**config.mk**
```make
export PLATFORM = sky130hd
export DESIGN_NAME = clock_time_set
export DESIGN_NICKNAME = d
export VERILOG_FILES = /design/src/rtl/clock_time_set.sv
export SDC_FILE = /design/constraint.sdc
export NUM_CORES = 1
export LEC_CHECK = 0
export CAP_MARGIN = 20
export CORE_ASPECT_RATIO = 1.75
export CORE_MARGIN = 10
export CORE_UTILIZATION = 45
export DETAILED_ROUTE_END_ITERATION = 16
export DONT_BUFFER_PORTS = 1
export GPL_TIMING_DRIVEN = 0
export PLACE_DENSITY = 0.64
export SLEW_MARGIN = 20
export SYNTH_ARGS = -nofsm -noshare
export SYNTH_HDL_FRONTEND = slang
export SYNTH_SLANG_ARGS = --single-unit
```
**constraint.sdc**
```tcl
create_clock -name CLOCK_50 -period 8.3 [get_ports CLOCK_50]
set_clock_uncertainty 0.2 [all_clocks]
set_input_delay 2.075 -clock CLOCK_50 [delete_from_list [all_inputs] [get_ports CLOCK_50]]
set_output_delay 2.075 -clock CLOCK_50 [all_outputs]
set_load 0.01 [all_outputs]
```
**src/rtl/clock_time_set.sv**
```systemverilog
// clock_time_set
//   User-entry writer for the HH:MM:SS real-time clock. Conditions the
//   SET/UP/DOWN pushbuttons (2-flop sync + debounce), walks a field-select
//   state machine RUN -> hours -> minutes -> seconds -> RUN, and issues a
//   one-cycle LOAD strobe carrying the edited time for the counters.
//
//   Optional build macro: CLOCK_TIME_SET_AUTOREPEAT_EN
//     When defined, a held UP/DOWN repeats after REPEAT_DELAY cycles and
//     then every REPEAT_CYCLES cycles.
//
//   Ports
//     CLOCK_50          in   system clock, rising edge
//     RESETN            in   asynchronous active-low reset
//     SET_N/UP_N/DOWN_N in   raw pushbuttons, active-low, asynchronous
//     CUR_H/CUR_M/CUR_S in   running time (5/6/6 bits)
//     EDIT_MODE         out  high while a field is being edited
//     FIELD             out  0=RUN, 1=hours, 2=minutes, 3=seconds
//     BLINK             out  blink phase for the selected field
//     LOAD              out  one-cycle parallel-load strobe
//     LOAD_H/M/S        out  edited time (5/6/6 bits)
module clock_time_set #(
    parameter int unsigned DEB_CYCLES    = 500000,
    parameter int unsigned BLINK_CYCLES  = 12500000,
    parameter int unsigned REPEAT_DELAY  = 25000000,
    parameter int unsigned REPEAT_CYCLES = 5000000
) (
    input  logic       CLOCK_50,
    input  logic       RESETN,
    input  logic       SET_N,
    input  logic       UP_N,
    input  logic       DOWN_N,
    input  logic [4:0] CUR_H,
    input  logic [5:0] CUR_M,
    input  logic [5:0] CUR_S,
    output logic       EDIT_MODE,
    output logic [1:0] FIELD,
    output logic       BLINK,
    output logic       LOAD,
    output logic [4:0] LOAD_H,
    output logic [5:0] LOAD_M,
    output logic [5:0] LOAD_S
);

    localparam int unsigned DW = (DEB_CYCLES > 1) ? $clog2(DEB_CYCLES) : 1;
    localparam logic [DW-1:0] DEB_LAST = DW'(DEB_CYCLES - 1);
    localparam int unsigned BW = (BLINK_CYCLES > 1) ? $clog2(BLINK_CYCLES) : 1;
    localparam logic [BW-1:0] BLINK_LAST = BW'(BLINK_CYCLES - 1);

    typedef enum logic [1:0] {
        RUN     = 2'd0,
        SET_HR  = 2'd1,
        SET_MIN = 2'd2,
        SET_SEC = 2'd3
    } state_t;

    // Button index: 0=SET, 1=UP, 2=DOWN
    logic [2:0]    sync1, sync2;   // raw polarity, '1 = released
    logic [2:0]    pressed_sync;
    logic [2:0]    deb;            // debounced level, 1 = pressed
    logic [DW-1:0] deb_cnt [3];
    logic [2:0]    press;

    state_t        state;
    logic          edit_q;
    logic          blink_q;
    logic [BW-1:0] blink_cnt;
    logic          load_q;
    logic [4:0]    lh;
    logic [5:0]    lm, ls;

    logic          rep_up, rep_dn;
    logic          set_ev, step_up, step_dn;

    // ------------------------------------------------------------------
    // Input conditioning
    // ------------------------------------------------------------------
    always_ff @(posedge CLOCK_50 or negedge RESETN) begin
        if (!RESETN) begin
            sync1 <= '1;
            sync2 <= '1;
        end else begin
            sync1 <= {DOWN_N, UP_N, SET_N};
            sync2 <= sync1;
        end
    end

    assign pressed_sync = ~sync2;

    always_ff @(posedge CLOCK_50 or negedge RESETN) begin
        if (!RESETN) begin
            deb <= '0;
            for (int unsigned i = 0; i < 3; i++) deb_cnt[i] <= '0;
        end else begin
            for (int unsigned i = 0; i < 3; i++) begin
                if (pressed_sync[i] != deb[i]) begin
                    if (deb_cnt[i] == DEB_LAST) begin
                        deb[i]     <= pressed_sync[i];
                        deb_cnt[i] <= '0;
                    end else begin
                        deb_cnt[i] <= deb_cnt[i] + 1'b1;
                    end
                end else begin
                    deb_cnt[i] <= '0;
                end
            end
        end
    end

    // Press fires in the cycle whose edge flips the debounced level, so the
    // FSM reacts on the same edge that commits the new level.
    always_comb begin
        press = '0;
        for (int unsigned i = 0; i < 3; i++)
            press[i] = pressed_sync[i] & ~deb[i] & (deb_cnt[i] == DEB_LAST);
    end

    // ------------------------------------------------------------------
    // Auto-repeat
    // ------------------------------------------------------------------
`ifdef CLOCK_TIME_SET_AUTOREPEAT_EN
    localparam int unsigned RMAX = (REPEAT_DELAY > REPEAT_CYCLES) ? REPEAT_DELAY : REPEAT_CYCLES;
    localparam int unsigned RW = (RMAX > 1) ? $clog2(RMAX) : 1;
    localparam logic [RW-1:0] RDLY_LAST = RW'(REPEAT_DELAY - 1);
    localparam logic [RW-1:0] RCYC_LAST = RW'(REPEAT_CYCLES - 1);

    logic [RW-1:0] rep_cnt;
    logic          rep_periodic;
    logic          held_up, held_dn;
    logic [RW-1:0] rep_limit;
    logic          rep_fire;
    logic          rep_idle;

    assign held_up   = deb[1] & ~deb[2];
    assign held_dn   = deb[2] & ~deb[1];
    assign rep_limit = rep_periodic ? RCYC_LAST : RDLY_LAST;
    // A fresh press restarts the delay; holding both or neither disarms it.
    assign rep_idle  = (state == RUN) | press[1] | press[2] | ~(held_up | held_dn);
    assign rep_fire  = ~rep_idle & (rep_cnt == rep_limit);
    assign rep_up    = rep_fire & held_up;
    assign rep_dn    = rep_fire & held_dn;

    always_ff @(posedge CLOCK_50 or negedge RESETN) begin
        if (!RESETN) begin
            rep_cnt      <= '0;
            rep_periodic <= 1'b0;
        end else if (rep_idle) begin
            rep_cnt      <= '0;
            rep_periodic <= 1'b0;
        end else if (rep_cnt == rep_limit) begin
            rep_cnt      <= '0;
            rep_periodic <= 1'b1;
        end else begin
            rep_cnt <= rep_cnt + 1'b1;
        end
    end
`else
    logic unused_repeat_params;
    assign unused_repeat_params = ^{REPEAT_DELAY, REPEAT_CYCLES};
    assign rep_up = 1'b0;
    assign rep_dn = 1'b0;
`endif

    // SET has priority; UP and DOWN together cancel.
    assign set_ev  = press[0];
    assign step_up = (press[1] | rep_up) & ~(press[2] | rep_dn) & ~set_ev;
    assign step_dn = (press[2] | rep_dn) & ~(press[1] | rep_up) & ~set_ev;

    function automatic logic [4:0] hr_step(input logic [4:0] h, input logic up);
        if (up) return (h >= 5'd23) ? 5'd0 : h + 5'd1;
        else    return (h == 5'd0) ? 5'd23 : h - 5'd1;
    endfunction

    function automatic logic [5:0] ms_step(input logic [5:0] v, input logic up);
        if (up) return (v >= 6'd59) ? 6'd0 : v + 6'd1;
        else    return (v == 6'd0) ? 6'd59 : v - 6'd1;
    endfunction

    // ------------------------------------------------------------------
    // Field-select FSM, edit registers and blink
    // ------------------------------------------------------------------
    always_ff @(posedge CLOCK_50 or negedge RESETN) begin
        if (!RESETN) begin
            state     <= RUN;
            edit_q    <= 1'b0;
            load_q    <= 1'b0;
            lh        <= '0;
            lm        <= '0;
            ls        <= '0;
            blink_q   <= 1'b0;
            blink_cnt <= '0;
        end else begin
            load_q <= 1'b0;
            if (state == RUN) begin
                blink_q   <= 1'b0;
                blink_cnt <= '0;
                if (set_ev) begin
                    state   <= SET_HR;
                    edit_q  <= 1'b1;
                    blink_q <= 1'b1;
                    lh      <= (CUR_H > 5'd23) ? 5'd0 : CUR_H;
                    lm      <= (CUR_M > 6'd59) ? 6'd0 : CUR_M;
                    ls      <= (CUR_S > 6'd59) ? 6'd0 : CUR_S;
                end
            end else if (set_ev) begin
                blink_q   <= 1'b1;
                blink_cnt <= '0;
                case (state)
                    SET_HR:  state <= SET_MIN;
                    SET_MIN: state <= SET_SEC;
                    default: begin
                        state   <= RUN;
                        edit_q  <= 1'b0;
                        load_q  <= 1'b1;
                        blink_q <= 1'b0;
                    end
                endcase
            end else if (step_up | step_dn) begin
                blink_q   <= 1'b1;
                blink_cnt <= '0;
                case (state)
                    SET_HR:  lh <= hr_step(lh, step_up);
                    SET_MIN: lm <= ms_step(lm, step_up);
                    default: ls <= ms_step(ls, step_up);
                endcase
            end else if (blink_cnt == BLINK_LAST) begin
                blink_q   <= ~blink_q;
                blink_cnt <= '0;
            end else begin
                blink_cnt <= blink_cnt + 1'b1;
            end
        end
    end

    assign FIELD     = state;
    assign EDIT_MODE = edit_q;
    assign BLINK     = blink_q;
    assign LOAD      = load_q;
    assign LOAD_H    = lh;
    assign LOAD_M    = lm;
    assign LOAD_S    = ls;

endmodule

```
======== After elaboration in Yosys (flattened, before gate mapping) ========
Cells that the tools add are included.
cells by class
  muxes and demuxes ....................... 54
  bitwise operators ....................... 19
  $lt $le $gt $ge ......................... 6
  eq/ne operators ......................... 13
  reduce and logical (&&, ||, !) cells .... 16
  $add $sub $neg .......................... 10
operators with widths
  operator               count
  $mux 19                6
  $mux 6                 18
  $mux 24                4
  $add 19x1->19 const B  3
  $eq 19x19->1 const B   3
  $mux 5                 9
  $add 24x1->24 const B  1
  $eq 24x24->1 const B   1
  $mux 1                 13
  $add 6x1->6 const B    2
  $ge 6x6->1 const B     2
  $gt 6x6->1 const B     2
  $logic_not 6->1        2
  $reduce_and 4->1       3
  $sub 6x1->6 const B    2
  $and 1x1->1            10
  $reduce_and 2->1       4
  $not 1->1              7
  $mux 2                 3
  $ne 2x1->1 const B     3
  $reduce_bool 2->1      3
  $add 5x1->5 const B    1
  $ge 5x5->1 const B     1
  $gt 5x5->1 const B     1
  other kinds (12)       14
word-level totals
  input port bits ......................... 22
  output and inout port bits .............. 22
  register bits ........................... 112
  word-level logic and storage cells ...... 134

======== Longest topological paths before layout ========
Gate-level depths: netlist (run 1).
  depth in word-level cells ............... 11
  mapped depth ............................ 9

======== Least setup slack after synthesis (run 1) ========
No wires, ideal clock.
  path kind ............................... input -> register
  start ................................... input CUR_M[3]
  end ..................................... register lm[2], in the netlist LOAD_M[2]
  path slack .............................. 5.005 ns
  cell stages on the path ................. 4
  library setup time ...................... 0.125 ns
  path buffers ............................ 0
  arrival ................................. 2.970 ns
  cells stage by stage .................... a41oi_1 -> and2_1 -> a211o_1 -> mux2_2
between the ends
  word-level cells in the longest chain between the ends .. 4
RTL lines
  item                    line  text
  start: declaration      33    input logic [5:0] CUR_M,
  $gt 6x6->1              201   lm <= (CUR_M > 6'd59) ? 6'd0 : CUR_M;
  $mux 6                  201
  $mux 6                  196   if (set_ev) begin
  $mux 6                  193   if (state == RUN) begin
  end signal: assignment  201
  end signal: assignment  222   SET_MIN: lm <= ms_step(lm, step_up);
  end: declaration        69    logic [5:0] lm, ls;
Every way passes these cells. The select of a mux whose other input is x is not followed.
A chain may end at the register's enable or synchronous reset.

======== Final worst setup path (run 1) ========
  start ................................... register state[0], in the netlist FIELD[0]
  end ..................................... register ls[3], in the netlist LOAD_S[3]
between the ends
  word-level cells in the longest chain between the ends .. 4
RTL lines
  item                                             line  text
  start: declaration                               63    state_t state;
  start signal: assignment                         183   state <= RUN;
  start signal: assignment                         197   state <= SET_HR;
  start signal: assignment                         208   SET_HR: state <= SET_MIN;
  $eq 2x2->1 / $eq 2x1->1 (equally long branches)  220   case (state)
  $reduce_or 2->1 (no line)                        -
  $ne 2x1->1 (no line)                             -
  $reduce_and 4->1 (no line)                       -
  end signal: assignment                           202   ls <= (CUR_S > 6'd59) ? 6'd0 : CUR_S;
  end signal: assignment                           223   default: ls <= ms_step(ls, step_up);
  end: declaration                                 69
Parallel ways exist; a longest one is shown, timed or not.

==> results of run 1 <==
flip-flops by register name, indices dropped and copies added, names as in the netlist:
name	count
sync1	3
LOAD_S	6
LOAD_H	5
deb_cnt	57
LOAD_M	6
LOAD	1
blink_cnt	24
BLINK	1
FIELD	2
deb	3
sync2	3
EDIT_MODE	1
routing by layer:
metal | vias up | share of wire [%] | track usage (%)
met5 | - | 0 | 0
li1 | 2439 | - | -
met1 | 2542 | 39 | 17.62
met3 | 27 | 4.1 | 2.313
met4 | 0 | 2.4 | 5.914
met2 | 110 | 54 | 28.48
logic make-up (layout without fill, tap and decap cells):
group                    after synthesis  in the layout
adder cells (fa/ha/maj)               18             18
multiplexers                          21             21
XOR/XNOR                              81             81
AO/OA/AOI/OAI                         90             90
AND/OR/NAND/NOR                      308            308
flip-flops                           112            112
buffers and inverters                 65             81
cell type report:
type,count,area (um2)
fillers,1346,7000
clock buffers,12,266.5
flip-flops and latches,112,2810
multi-input cells,518,3364
inverters,33,123.9
well taps,177,221.5
plain buffers,32,132.6
clock inverters,4,58.81
through the flow:
step                cell area [um2]  power, mW
detailed placement             6653     0.6094
global route                   6978      1.107
finish                         6978      1.068
CTS                            6978      1.081
global placement               6653     0.6079
floorplan                      6431     0.5999
path summary, 6_finish.rpt:
path | to | depth (start not counted) | slack (ps)
setup / recovery | LOAD_S[3] | 8 | 4990
hold / removal | sync2[1] | 0 | 160
setup reg to reg | LOAD_S[3] | 8 | 4990
max in group asynchronous | sync1[1] | 0 | 6400
min in group asynchronous | LOAD_S[5] | 0 | 1210
hold reg to reg | sync2[1] | 0 | 160
Yosys cell counts (5+ instances only):
library cell	n
sky130_fd_sc_hd__a211o_1	6
sky130_fd_sc_hd__a211oi_1	8
sky130_fd_sc_hd__a21oi_1	23
sky130_fd_sc_hd__a31oi_1	6
sky130_fd_sc_hd__and2_1	8
sky130_fd_sc_hd__and3_1	19
sky130_fd_sc_hd__and4_1	7
sky130_fd_sc_hd__clkbuf_1	28
sky130_fd_sc_hd__dfrtp_1	106
sky130_fd_sc_hd__dfstp_2	6
sky130_fd_sc_hd__ha_1	18
sky130_fd_sc_hd__inv_1	32
sky130_fd_sc_hd__mux2_2	15
sky130_fd_sc_hd__mux2i_1	6
sky130_fd_sc_hd__nand2_1	51
sky130_fd_sc_hd__nand3_1	35
sky130_fd_sc_hd__nand4_1	14
sky130_fd_sc_hd__nand4b_1	5
sky130_fd_sc_hd__nor2_1	107
sky130_fd_sc_hd__nor3_1	17
sky130_fd_sc_hd__nor4_1	5
sky130_fd_sc_hd__nor4b_1	6
sky130_fd_sc_hd__o21ai_0	17
sky130_fd_sc_hd__or3_1	7
sky130_fd_sc_hd__xnor2_1	40
sky130_fd_sc_hd__xor2_1	41
power by group:
| group | total (mW) | internal, mW | switching [mW] |
|---|---|---|---|
| registers | 0.561 | 0.553 | 0.00746 |
| clock network | 0.470 | 0.263 | 0.206 |
| logic | 0.0378 | 0.0161 | 0.0217 |
==> results.md, run 1 <==
Outcome:
- The run finished with clean final reports.

Layout:
- For this run, the number of standard cells in the final layout without fillers is 888.
- The top cell types in the final layout, fill and taps aside, are sky130_fd_sc_hd__nor2_1, sky130_fd_sc_hd__dfrtp_1, sky130_fd_sc_hd__nand2_1.
- The post-route netlist has 7.314% of its cells at a drive strength greater than 1.
- The relative area change from synthesis to final layout is 8.502%.
- The library cell used most frequently in the layout, excluding fill and tap cells, is sky130_fd_sc_hd__nor2_1.
- The final layout contains 746 nets.
- The post-layout utilization of the core is 49.92%.
- The number of antenna diodes in the final layout is 0.

Global route:
- The wire length of the first global-routing pass is 25.27 mm.
- The via count of the first global-routing pass came to 5,274.
- The initial antenna violation count is 0.
- The aggregate global-route resource usage is 15.66%.
- For this run the aggregate overflow at the end of global routing stands at 0.
- The maximum number of pins on one net before global-route repair is 113.

Setup path:
- The classification of the worst setup path is reg -> reg.
- In this design, the stage delay of the slowest critical-path cell is 690 ps.
- The type of element launching the critical path is a flip-flop.
- The startpoint of the worst-slack reg-to-reg timing path is FIELD[0].
- The critical path launch point is FIELD[0].
- The cell with the most instances on the worst path is sky130_fd_sc_hd__clkbuf_1.
- The critical-path cell with the highest stage delay is sky130_fd_sc_hd__nor4_1.
- Traced cell by cell, the critical path runs through inv_1, ha_1, clkbuf_1, inv_2, nor4_1, a31o_2, clkbuf_1, mux2_2.
- At the worst endpoint, the arrival time is 3350 ps.
- The data required time of the worst path is 8340 ps.
- STA classifies the critical path endpoint as a flip-flop.
- In this run the worst path has a maximum fanout of 9.
- The total buffers and inverters traversed by the critical path is 4.
- The kind of cell with the highest combined delay along the critical path is buffers and inverters.

Clocking:
- The clock tree root driver cell is sky130_fd_sc_hd__clkbuf_16.
- The H-tree was split into 3 levels.
- The clock tree buffer depth is 2.
- The clock drives 112 sinks.
- TritonCTS created 9 clock buffers.
- For the worst-skew pair, the clock arrives at the later sink with an insertion delay of 350 ps.
- Clock-pin slew was measured on the worst setup and hold paths at 80 ps.
- The hold buffer count at CTS is 0.
- The number of gates resized after cts is 0.
- Once the clock tree was built, the setup fixing pass inserted 0 buffers.
- TritonCTS built the clock tree.

Logic synthesis:
- The share of the synthesized area in compound gates (AO/OA/AOI/OAI) is 9.767%.
- The share of synthesized registers carrying an async set or reset is 100.0%.
- The post-synthesis share of cell area spent on full adders, half adders and majority gates is 3.502%.
- Synthesis inferred 112 register bits.
- Of the total synthesized cell area, the portion taken by XOR and XNOR cells is 11.03%.
- The mean post-synth cell area is 9.253 um2.
- After synthesis, the largest area contributor takes up 41.25% of total cell area.
- Of the total synthesized cell area, the portion taken by AND, OR, NAND and NOR gates is 24.46%.
- The sequential area share after synthesis is 43.70%.
- The synthesized instance count is 695.
- During synthesis, Yosys emitted a total of 0 warnings.
- The multiplexer fraction of the synthesized cell area is 3.560%.
- The post-synthesis instance area is 6431 um2.
- The most used flip-flop cell after synthesis is sky130_fd_sc_hd__dfrtp_1.
- The net count of the mapped netlist is 735.
- By area the synthesized netlist is led by sky130_fd_sc_hd__dfrtp_1, sky130_fd_sc_hd__nor2_1, sky130_fd_sc_hd__xor2_1.
- The number of flops mapped to enable cells by yosys is 0.
- The cell accounting for the most synthesized area is sky130_fd_sc_hd__dfrtp_1.
- Counting distinct cell types in the post-synthesis netlist gives 61.
- By area, the combinational part of the netlist is dominated by simple AND/OR/NAND/NOR gates.

Timing:
- The slew at the pin closest to its max-slew limit is 734.9 ps.
- The worst pin sits at a relative slew slack of 50.56%.
- The number of max-slew violations in the final report is 0.
- Setup repair after global routing left no endpoint under its margin.
- The final number of setup-violating endpoints is 0.
- The clock period could shrink to 3309 ps.
- The post-route fraction of the period consumed by the critical path is 39.87%.
- Setup slack closes at 4991 ps.
- The count of final hold-check violations came to 0.
- Derived from the worst setup path, the maximum achievable clock frequency is 0.3022 GHz.
- Across all hold checks on the routed design, the worst slack comes to 158.1 ps.
- The accumulated negative setup slack is 0 ps.

Place:
- The HPWL reported at the end of detailed placement is 10.78 mm.
- The global placement routability congestion is 0.9126.
- The pre-CTS setup slack is 4828 ps.
- The number of buffers added on ports is 0.
- The number of placed instances, taps included is 872.

Floorplanning:
- The overall die width is 110.4 um.
- 44 I/O pins were placed.
- The core outline area is 13,980 um2.
- The initial utilization of the core area, before any placement, comes to 46.01%.
- The area of the die is 19,660 um2.
- In this run the core area contains 57 standard-cell rows.
- The chip height is 178.1 um.

Routing:
- The number of nets with antenna violations after routing is 0.
- After detailed routing, the total wire length is 14.83 mm.
- Dividing the detail-routed via count by the number of cells gives 5.764.
- In the routed design, unresolved DRC markers number 0.
- After detailed routing, the average wire length per cell comes to 16.70 um.
- The iteration count of the initial detailed-routing pass is 6.
- Detailed routing inserted a total of 5,118 vias.
- For this block, the initial DRC count from the detailed router was 305.

Power and ir drop:
- The maximum VDD drop is 0.1280 mV.
- The leakage power of the design is 2.853 nW.
- In this run the power density over the cells is 153.1 nW/um2.

Hold path:
- The worst hold path class is reg -> reg.
- The startpoint identified for the worst hold timing path is sync1[1].

Job:
- The number of maximum-capacitance constraint violations is 0.
Power figures use the tool's default switching activity.
==> run 2: changes to the inputs <==
--- a/config.mk
+++ b/config.mk
@@ -12,7 +12,7 @@
 export DETAILED_ROUTE_END_ITERATION = 16
 export DONT_BUFFER_PORTS = 1
 export GPL_TIMING_DRIVEN = 0
-export PLACE_DENSITY = 0.64
+export PLACE_DENSITY = 0.66
 export SLEW_MARGIN = 20
 export SYNTH_ARGS = -nofsm -noshare
 export SYNTH_HDL_FRONTEND = slang
==> constraint.sdc (replaced) <==
create_clock -name CLOCK_50 -period 2.7 [get_ports CLOCK_50]
set_clock_uncertainty 0.2 [all_clocks]
set_input_delay 0.675 -clock CLOCK_50 [delete_from_list [all_inputs] [get_ports CLOCK_50]]
set_output_delay 0.675 -clock CLOCK_50 [all_outputs]
set_load 0.01 [all_outputs]
==> run 2 against run 1 <==
  * The run now ends with hold timing, setup timing left
  * Core utilization rose by 3.1 points
  * Via count rose by 2.6%
  * Sequential power increased to 3.1 times the previous value
  * Combinational power increased to 3.3 times the previous value
  * Power grew to 3.0 times the previous value
  * Wire length is 4.9% higher
  * Worst setup slack got worse by 5100 ps
  * Largest power group unchanged
  * Flip-flop and latch count is the same
  * Clock power rose to 2.8 times the previous value
  * Worst hold slack got worse by 330 ps
  * Critical path type unchanged
  * Clock-buffer cell count is 2 lower
  * Final area grew 6.3%
==> results.md, run 2 (same netlist as run 1, synthesis figures left out) <==
Outcome:
- The flow ran to the end, but the final reports show violations.
- The final reports fail on hold timing, setup timing.

Setup path:
- The arrival time at the worst endpoint is 2870 ps (-480 ps).
- The worst-path maximum fanout is 6 (-3).
- The endpoint identified for the worst register-to-register timing path is LOAD_H[2].
- STA classifies the critical path endpoint as a flip-flop.
- The critical path launch point is deb_cnt[25].
- The critical path capture point is LOAD_H[2].
- The classification of the worst setup path is reg -> reg.
- The data required time of the worst path is 2730 ps (-5610 ps).
- The type of element launching the critical path is a flip-flop.
- The cell depth of the worst flop-to-flop path is 8 (unchanged).
- The startpoint of the worst-slack reg-to-reg timing path is deb_cnt[25].
- The internal reg-to-reg setup slack is -140 ps (-5130 ps).

Clocking:
- The total clock buffers created by CTS was 9 (unchanged).
- The clock tree root driver cell is sky130_fd_sc_hd__clkbuf_16.
- TritonCTS built the clock tree.
- The number of H-tree branching levels is 3 (unchanged).
- The clock tree buffer depth is 2 (unchanged).
- The insertion delay to the later sink of the worst-skew pair is 350 ps (about the same).
- The number of clock sinks seen by CTS was 112 (unchanged).
- The clock transition time at the flip-flop clock pins of the worst setup and hold paths is 80 ps (about the same).

Floorplanning:
- The number of standard-cell rows in the floorplan is 57 (unchanged).
- The core outline area came to 13,980 um2 (unchanged).
- The effective utilization at floorplan came to 46.01% (unchanged).
- The overall die width is 110.4 um (unchanged).
- The chip height is 178.1 um (unchanged).
- The area of the die was 19,660 um2 (unchanged).
- The count of pins on the block boundary was 44 (unchanged).

Hold path:
- The worst hold path class is in -> async.

Timing:
- The final worst hold slack is -176.7 ps (-334.8 ps).
- The accumulated negative setup slack is -1357 ps (-1357 ps).
- The final setup slack of the worst path is -136.2 ps (-5127 ps).
- The number of max-slew violations in the final report is 0 (unchanged).
- The slew at the pin closest to its max-slew limit is 695.8 ps (-39.05 ps).
- The post-route fraction of the period consumed by the critical path came to 105.0% (+65 points).
- The final critical delay including setup and external delays is 2836 ps (-473.1 ps).
- The headroom to the max-slew limit came to 52.96% (+2.4 points).
- Setup repair after global routing could not meet its margin everywhere.
- The final number of setup-violating endpoints is 15 (+15).
- The maximum clock rate is 0.3526 GHz (+17%).
- The count of final hold-check violations is 106 (+106).

Power and ir drop:
- The leakage power of the design is 3.039 nW (+6.5%).
- The power density over the cells came to 426.8 nW/um2 (+180%).
- The maximum VDD drop is 0.3424 mV (+170%).

Global route:
- The initial antenna violation count was 0 (unchanged).
- The aggregate global-route resource usage is 15.95% (+0.29 points).
- The wire length of the first global-routing pass was 25.60 mm (+1.3%).
- The maximum number of pins on one net before global-route repair is 113 (unchanged).
- The final global-route overflow total is 0 (unchanged).
- The via count of the first global-routing pass is 5,433 (+3.0%).

Routing:
- The violation count after the first detailed-routing iteration is 284 (-6.9%).
- The post-detailed-routing wire length came to 15.55 mm (+4.9%).
- The number of vias per cell is 5.795 (+0.54%).
- The total number of vias is 5,250 (+2.6%).
- The detailed-route DRC error count is 0 (unchanged).
- The post-detailed-route wirelength per cell is 17.17 um (+2.8%).
- The iteration count of the initial detailed-routing pass is 5 (-1).
- The number of nets with antenna violations after routing was 0 (unchanged).

Job:
- The number of maximum-capacitance constraint violations is 0 (unchanged).

Place:
- The pre-CTS setup slack was -454.0 ps (-5283 ps).
- The HPWL reported at the end of detailed placement came to 10.88 mm (+0.93%).
- The number of placed instances, taps included is 872 (unchanged).
- The global placement routability congestion is 0.9183 (+0.62%).
- The number of buffers added on ports came to 0 (unchanged).

Layout:
- The top cell types in the final layout, fill and taps aside, are sky130_fd_sc_hd__nor2_1, sky130_fd_sc_hd__dfrtp_1, sky130_fd_sc_hd__nand2_1.
- The post-route non-filler standard cell count is 906 (+2.0%).
- The area growth from synthesis to layout is 15.33%.
- The fraction of final layout cells with drive strength greater than 1 is 15.64% (+8.3 points).
- The largest registers in the layout are deb_cnt x57, blink_cnt x24.
- The register with the most flip-flops in the final layout is deb_cnt.
- The count of antenna diodes in the layout was 0 (unchanged).
- The number of flip-flops in the largest register was 57 (unchanged).
- Leaving out fill and tap cells, the most frequent cell in the layout is sky130_fd_sc_hd__nor2_1.
- The fill cell instance count of the final layout is 1,229 (-8.7%).
- The number of nets in the layout is 765 (+2.5%).
[run 2: cell types whose count changed in the layout (fill, tap and decap cells not counted), sizes merged]
cell      delta
buf         +23
clkbuf       -6
inv          +2
bufinv       -1
clkinv       -1
clkinvlp     +1
[run 2: cell type report]
type,count,area (um2),share of cell area (%)
Tap cell,177,221.5,2.986
Clock inverter,5,47.55,0.6410
Inverter,33,123.9,1.670
Multi-Input combinational cell,518,3612,48.70
Timing Repair Buffer,24,216.5,2.918
Buffer,27,142.6,1.923
Clock buffer,10,239.0,3.222
Sequential cell,112,2814,37.94
[run 2: layer usage]
layer	routed length (um)	vias to the layer above	track usage [%]
li1	-	2473	-
met1	5886	2591	16.73
met2	8329	136	28.48
met3	748	50	3.361
met4	590	0	8.602
met5	0	-	0
[run 2: through the flow]
| stage | utilization, % | power [mW] | cell area, um2 |
|---|---|---|---|
| after floorplan | - | 1.844 | 6431 |
| after global placement | 47.59 | 1.869 | 6653 |
| after detailed placement | 47.59 | 1.873 | 6653 |
| after CTS | 51.18 | 3.192 | 7154 |
| after global routing | 53.06 | 3.289 | 7417 |
| final | 53.06 | 3.166 | 7417 |
[run 2: where the power goes]
| part | internal, mW | total, mW | switching [mW] |
|---|---|---|---|
| clock | 0.668 | 1.32 | 0.650 |
| combinational | 0.0534 | 0.123 | 0.0698 |
| sequential | 1.70 | 1.72 | 0.0233 |
[run 2: worst min-delay path by stage]
stage	start	to	slack (ps)	cells past startpoint
after floorplan	sync1[0]	sync2[0]	150	0
after global placement	sync1[2]	sync2[2]	150	0
after detailed placement	sync1[2]	sync2[2]	150	0
after CTS	RESETN	LOAD_S[4]	-190	0
after global routing	RESETN	LOAD_S[1]	-190	0
final	RESETN	LOAD_M[3]	-180	0
[run 2: critical path: stages, from the launching register on]
cell and delay [ps]:
sky130_fd_sc_hd__dfrtp_1 380, sky130_fd_sc_hd__or4b_4 570, sky130_fd_sc_hd__or3_4 360, sky130_fd_sc_hd__a311oi_4 270, sky130_fd_sc_hd__buf_6 190, sky130_fd_sc_hd__buf_8 120, sky130_fd_sc_hd__a211oi_1 80, sky130_fd_sc_hd__a221o_1 300
sky130_fd_sc_hd__mux2_4 270
[run 2: what timing repair did]
item | 4_1_cts | 5_1_grt
gates resized for setup | 32 | 40
endpoints found under the hold margin | 111 | 107
pin swaps | 11 | 9
gates cloned | 1 | 1
endpoints found under the setup margin | 58 | 71
buffers inserted | 10 | 12
==> run 3: changes to the inputs <==
--- a/config.mk
+++ b/config.mk
@@ -12,7 +12,7 @@
 export DETAILED_ROUTE_END_ITERATION = 16
 export DONT_BUFFER_PORTS = 1
 export GPL_TIMING_DRIVEN = 0
-export PLACE_DENSITY = 0.66
+export PLACE_DENSITY = 0.64
 export SLEW_MARGIN = 20
 export SYNTH_ARGS = -nofsm -noshare
 export SYNTH_HDL_FRONTEND = slang
==> constraint.sdc (replaced) <==
create_clock -name CLOCK_50 -period 3.1 [get_ports CLOCK_50]
set_clock_uncertainty 0.2 [all_clocks]
set_input_delay 0.775 -clock CLOCK_50 [delete_from_list [all_inputs] [get_ports CLOCK_50]]
set_output_delay 0.775 -clock CLOCK_50 [all_outputs]
set_load 0.01 [all_outputs]
==> run 3 against run 2 <==
  * The flow finishes with violations (hold timing)
  * Global-route usage fell by 0.29 points
  * Maximum frequency is 6.2% lower
  * Critical path depth down 1
  * Sequential share of layout area up 2.2 points
  * Worst setup slack improved by 210 ps
  * Final area shrank 5.7%
  * Non-clock buffer count fell by 19
  * Wire length is 4.7% lower
  * Largest cell class unchanged
==> results.md, run 3 (same netlist as run 1, synthesis figures left out) <==
Floorplanning:
- The core outline area is 13,980 um2 (unchanged).
- The effective utilization at floorplan was 46.01% (unchanged).
- The area of the die is 19,660 um2 (unchanged).
- The chip height is 178.1 um (unchanged).
- The overall die width is 110.4 um (unchanged).
- The count of pins on the block boundary is 44 (unchanged).
- The number of standard-cell rows in the floorplan is 57 (unchanged).

Setup path:
- The nature of the critical path endpoint is a flip-flop.
- Walking the worst path, the cells encountered are or4b_1, or3_4, a311oi_4, and2_1, buf_2, o31ai_1, mux2_2.
- The delay of the slowest cell on the worst path is 580 ps (about the same).
- STA classifies the critical path startpoint as a flip-flop.
- The critical path is of the reg -> reg type.
- The arrival time at the worst endpoint is 3060 ps (+190 ps).
- The data required time of the worst path came to 3140 ps (+410 ps).
- The worst-path maximum fanout is 10 (+4).
- The internal reg-to-reg setup slack is 80 ps (+210 ps).
- The total buffers and inverters traversed by the critical path is 1 (-1).
- Among cell families on the critical path, the largest total delay comes from simple AND/OR/NAND/NOR gates.
- The critical-path cell with the highest stage delay is sky130_fd_sc_hd__or4b_1.

Layout:
- The post-route non-filler standard cell count came to 888 (-2.0%).
- The register name with the most flops is deb_cnt.
- Compared with the post-synthesis result, the final layout area differs by 8.813%.
- In the layout the commonest cells are sky130_fd_sc_hd__nor2_1, sky130_fd_sc_hd__dfrtp_1, sky130_fd_sc_hd__nand2_1.
- The fraction of final layout cells with drive strength greater than 1 was 7.876% (-7.8 points).
- The largest registers in the layout are deb_cnt x57, blink_cnt x24.
- The library cell used most frequently in the layout, excluding fill and tap cells, is sky130_fd_sc_hd__nor2_1.
- The number of flip-flops in the largest register is 57 (unchanged).
- The number of nets in the layout came to 746 (-2.5%).
- The count of antenna diodes in the layout is 0 (unchanged).
- The post-layout utilization of the core came to 50.06% (-3.0 points).

Timing:
- The maximum clock rate is 0.3307 GHz (-6.2%).
- The count of final hold-check violations is 106 (unchanged).
- The final number of setup-violating endpoints is 0 (-15).
- The final worst hold slack is -89.79 ps (+86.91 ps).
- The final critical delay including setup and external delays is 3023 ps (+187.2 ps).
- The post-route fraction of the period consumed by the critical path was 97.53% (-7.5 points).
- Setup repair after global routing left no endpoint under its margin.
- The headroom to the max-slew limit is 51.26% (-1.7 points).
- The accumulated negative setup slack was 0 ps (+1357 ps).
- The slew at the pin closest to its max-slew limit is 721.0 ps (+25.15 ps).
- The number of max-slew violations in the final report is 0 (unchanged).

Global route:
- The final global-route overflow total came to 0 (unchanged).
- The via count of the first global-routing pass is 5,257 (-3.2%).
- The wire length of the first global-routing pass is 25.27 mm (-1.3%).
- The initial antenna violation count was 0 (unchanged).
- The maximum number of pins on one net before global-route repair is 113 (unchanged).
- The aggregate global-route resource usage is 15.66% (-0.29 points).

Hold path:
- In this run the worst hold path is classified as in -> async.

Power and ir drop:
- The maximum VDD drop is 0.3422 mV (about the same).
- The leakage power of the design is 2.863 nW (-5.8%).
- The total chip power is 2.864 mW (-9.5%).
- The power density over the cells is 409.2 nW/um2 (-4.1%).

Clocking:
- The number of H-tree branching levels is 3 (unchanged).
- The total clock buffers created by CTS was 9 (unchanged).
- TritonCTS built the clock tree.
- The insertion delay to the later sink of the worst-skew pair is 350 ps (about the same).
- The clock tree buffer depth is 2 (unchanged).
- The clock tree root driver cell is sky130_fd_sc_hd__clkbuf_16.
- The clock transition time at the flip-flop clock pins of the worst setup and hold paths is 80 ps (about the same).
- The number of clock sinks seen by CTS is 112 (unchanged).

Routing:
- The violation count after the first detailed-routing iteration is 305 (+7.4%).
- The number of vias per cell is 5.736 (-1.0%).
- The number of nets with antenna violations after routing came to 0 (unchanged).
- The total number of vias is 5,094 (-3.0%).
- The iteration count of the initial detailed-routing pass was 5 (unchanged).
- The detailed-route DRC error count was 0 (unchanged).
- The post-detailed-routing wire length came to 14.83 mm (-4.7%).
- The post-detailed-route wirelength per cell was 16.70 um (-2.7%).

Place:
- The HPWL reported at the end of detailed placement is 10.78 mm (-0.92%).
- The number of buffers added on ports is 0 (unchanged).
- The global placement routability congestion was 0.9126 (-0.62%).
- The number of placed instances, taps included is 872 (unchanged).

Outcome:
- The checks that failed: hold timing.
- The flow ran to the end, but the final reports show violations.

Job:
- The number of maximum-capacitance constraint violations is 0 (unchanged).
run 3: final cells by class:
type / instances / area [um2]
buffer: 30 / 125.1
clock buffer: 12 / 266.5
clock inverter: 4 / 58.81
fill: 1347 / 6980
inverter: 33 / 123.9
multi-input combinational: 518 / 3377
sequential: 112 / 2810
tap: 177 / 221.5
timing repair buffer: 2 / 15.01
run 3: power by group:
part           internal [mW]  leakage (nW)  switching, mW  total (mW)
Combinational         0.0433          1.20         0.0584       0.102
Clock                  0.705         0.161          0.556        1.26
Sequential              1.48          1.50         0.0199        1.50
run 3: metal layers:
layer  track usage, %  vias to the layer above  routed length, um
met4            5.860                        0                374
met1            17.69                     2527               5898
li1                 -                     2436                  -
met2            28.45                      105               7981
met3            2.277                       26                571
met5                0                        -                  0
run 3: through the flow:
stage | setup slack [ps] | cell area (um2)
global placement | -100.7 | 6653
detailed placement | -123.7 | 6653
floorplan | 349.2 | 6431
finish | 76.53 | 6998
global route | 5.715 | 6998
CTS | 26.95 | 6977
run 3: worst paths after layout:
path,from,end,cells after the start
max,deb_cnt[25],LOAD_S[4],7
min,RESETN,LOAD_S[5],0
max reg2reg,deb_cnt[25],LOAD_S[4],7
min reg2reg,sync1[1],sync2[1],0
max in group asynchronous,RESETN,sync1[1],0
min in group CLOCK_50,sync1[1],sync2[1],0
run 3: what timing repair did:
action	4_1_cts	5_1_grt
pin swaps	1	0
gates resized for setup	1	2
hold endpoints to repair	106	106
setup buffers	0	2
endpoints found under the setup margin	5	7
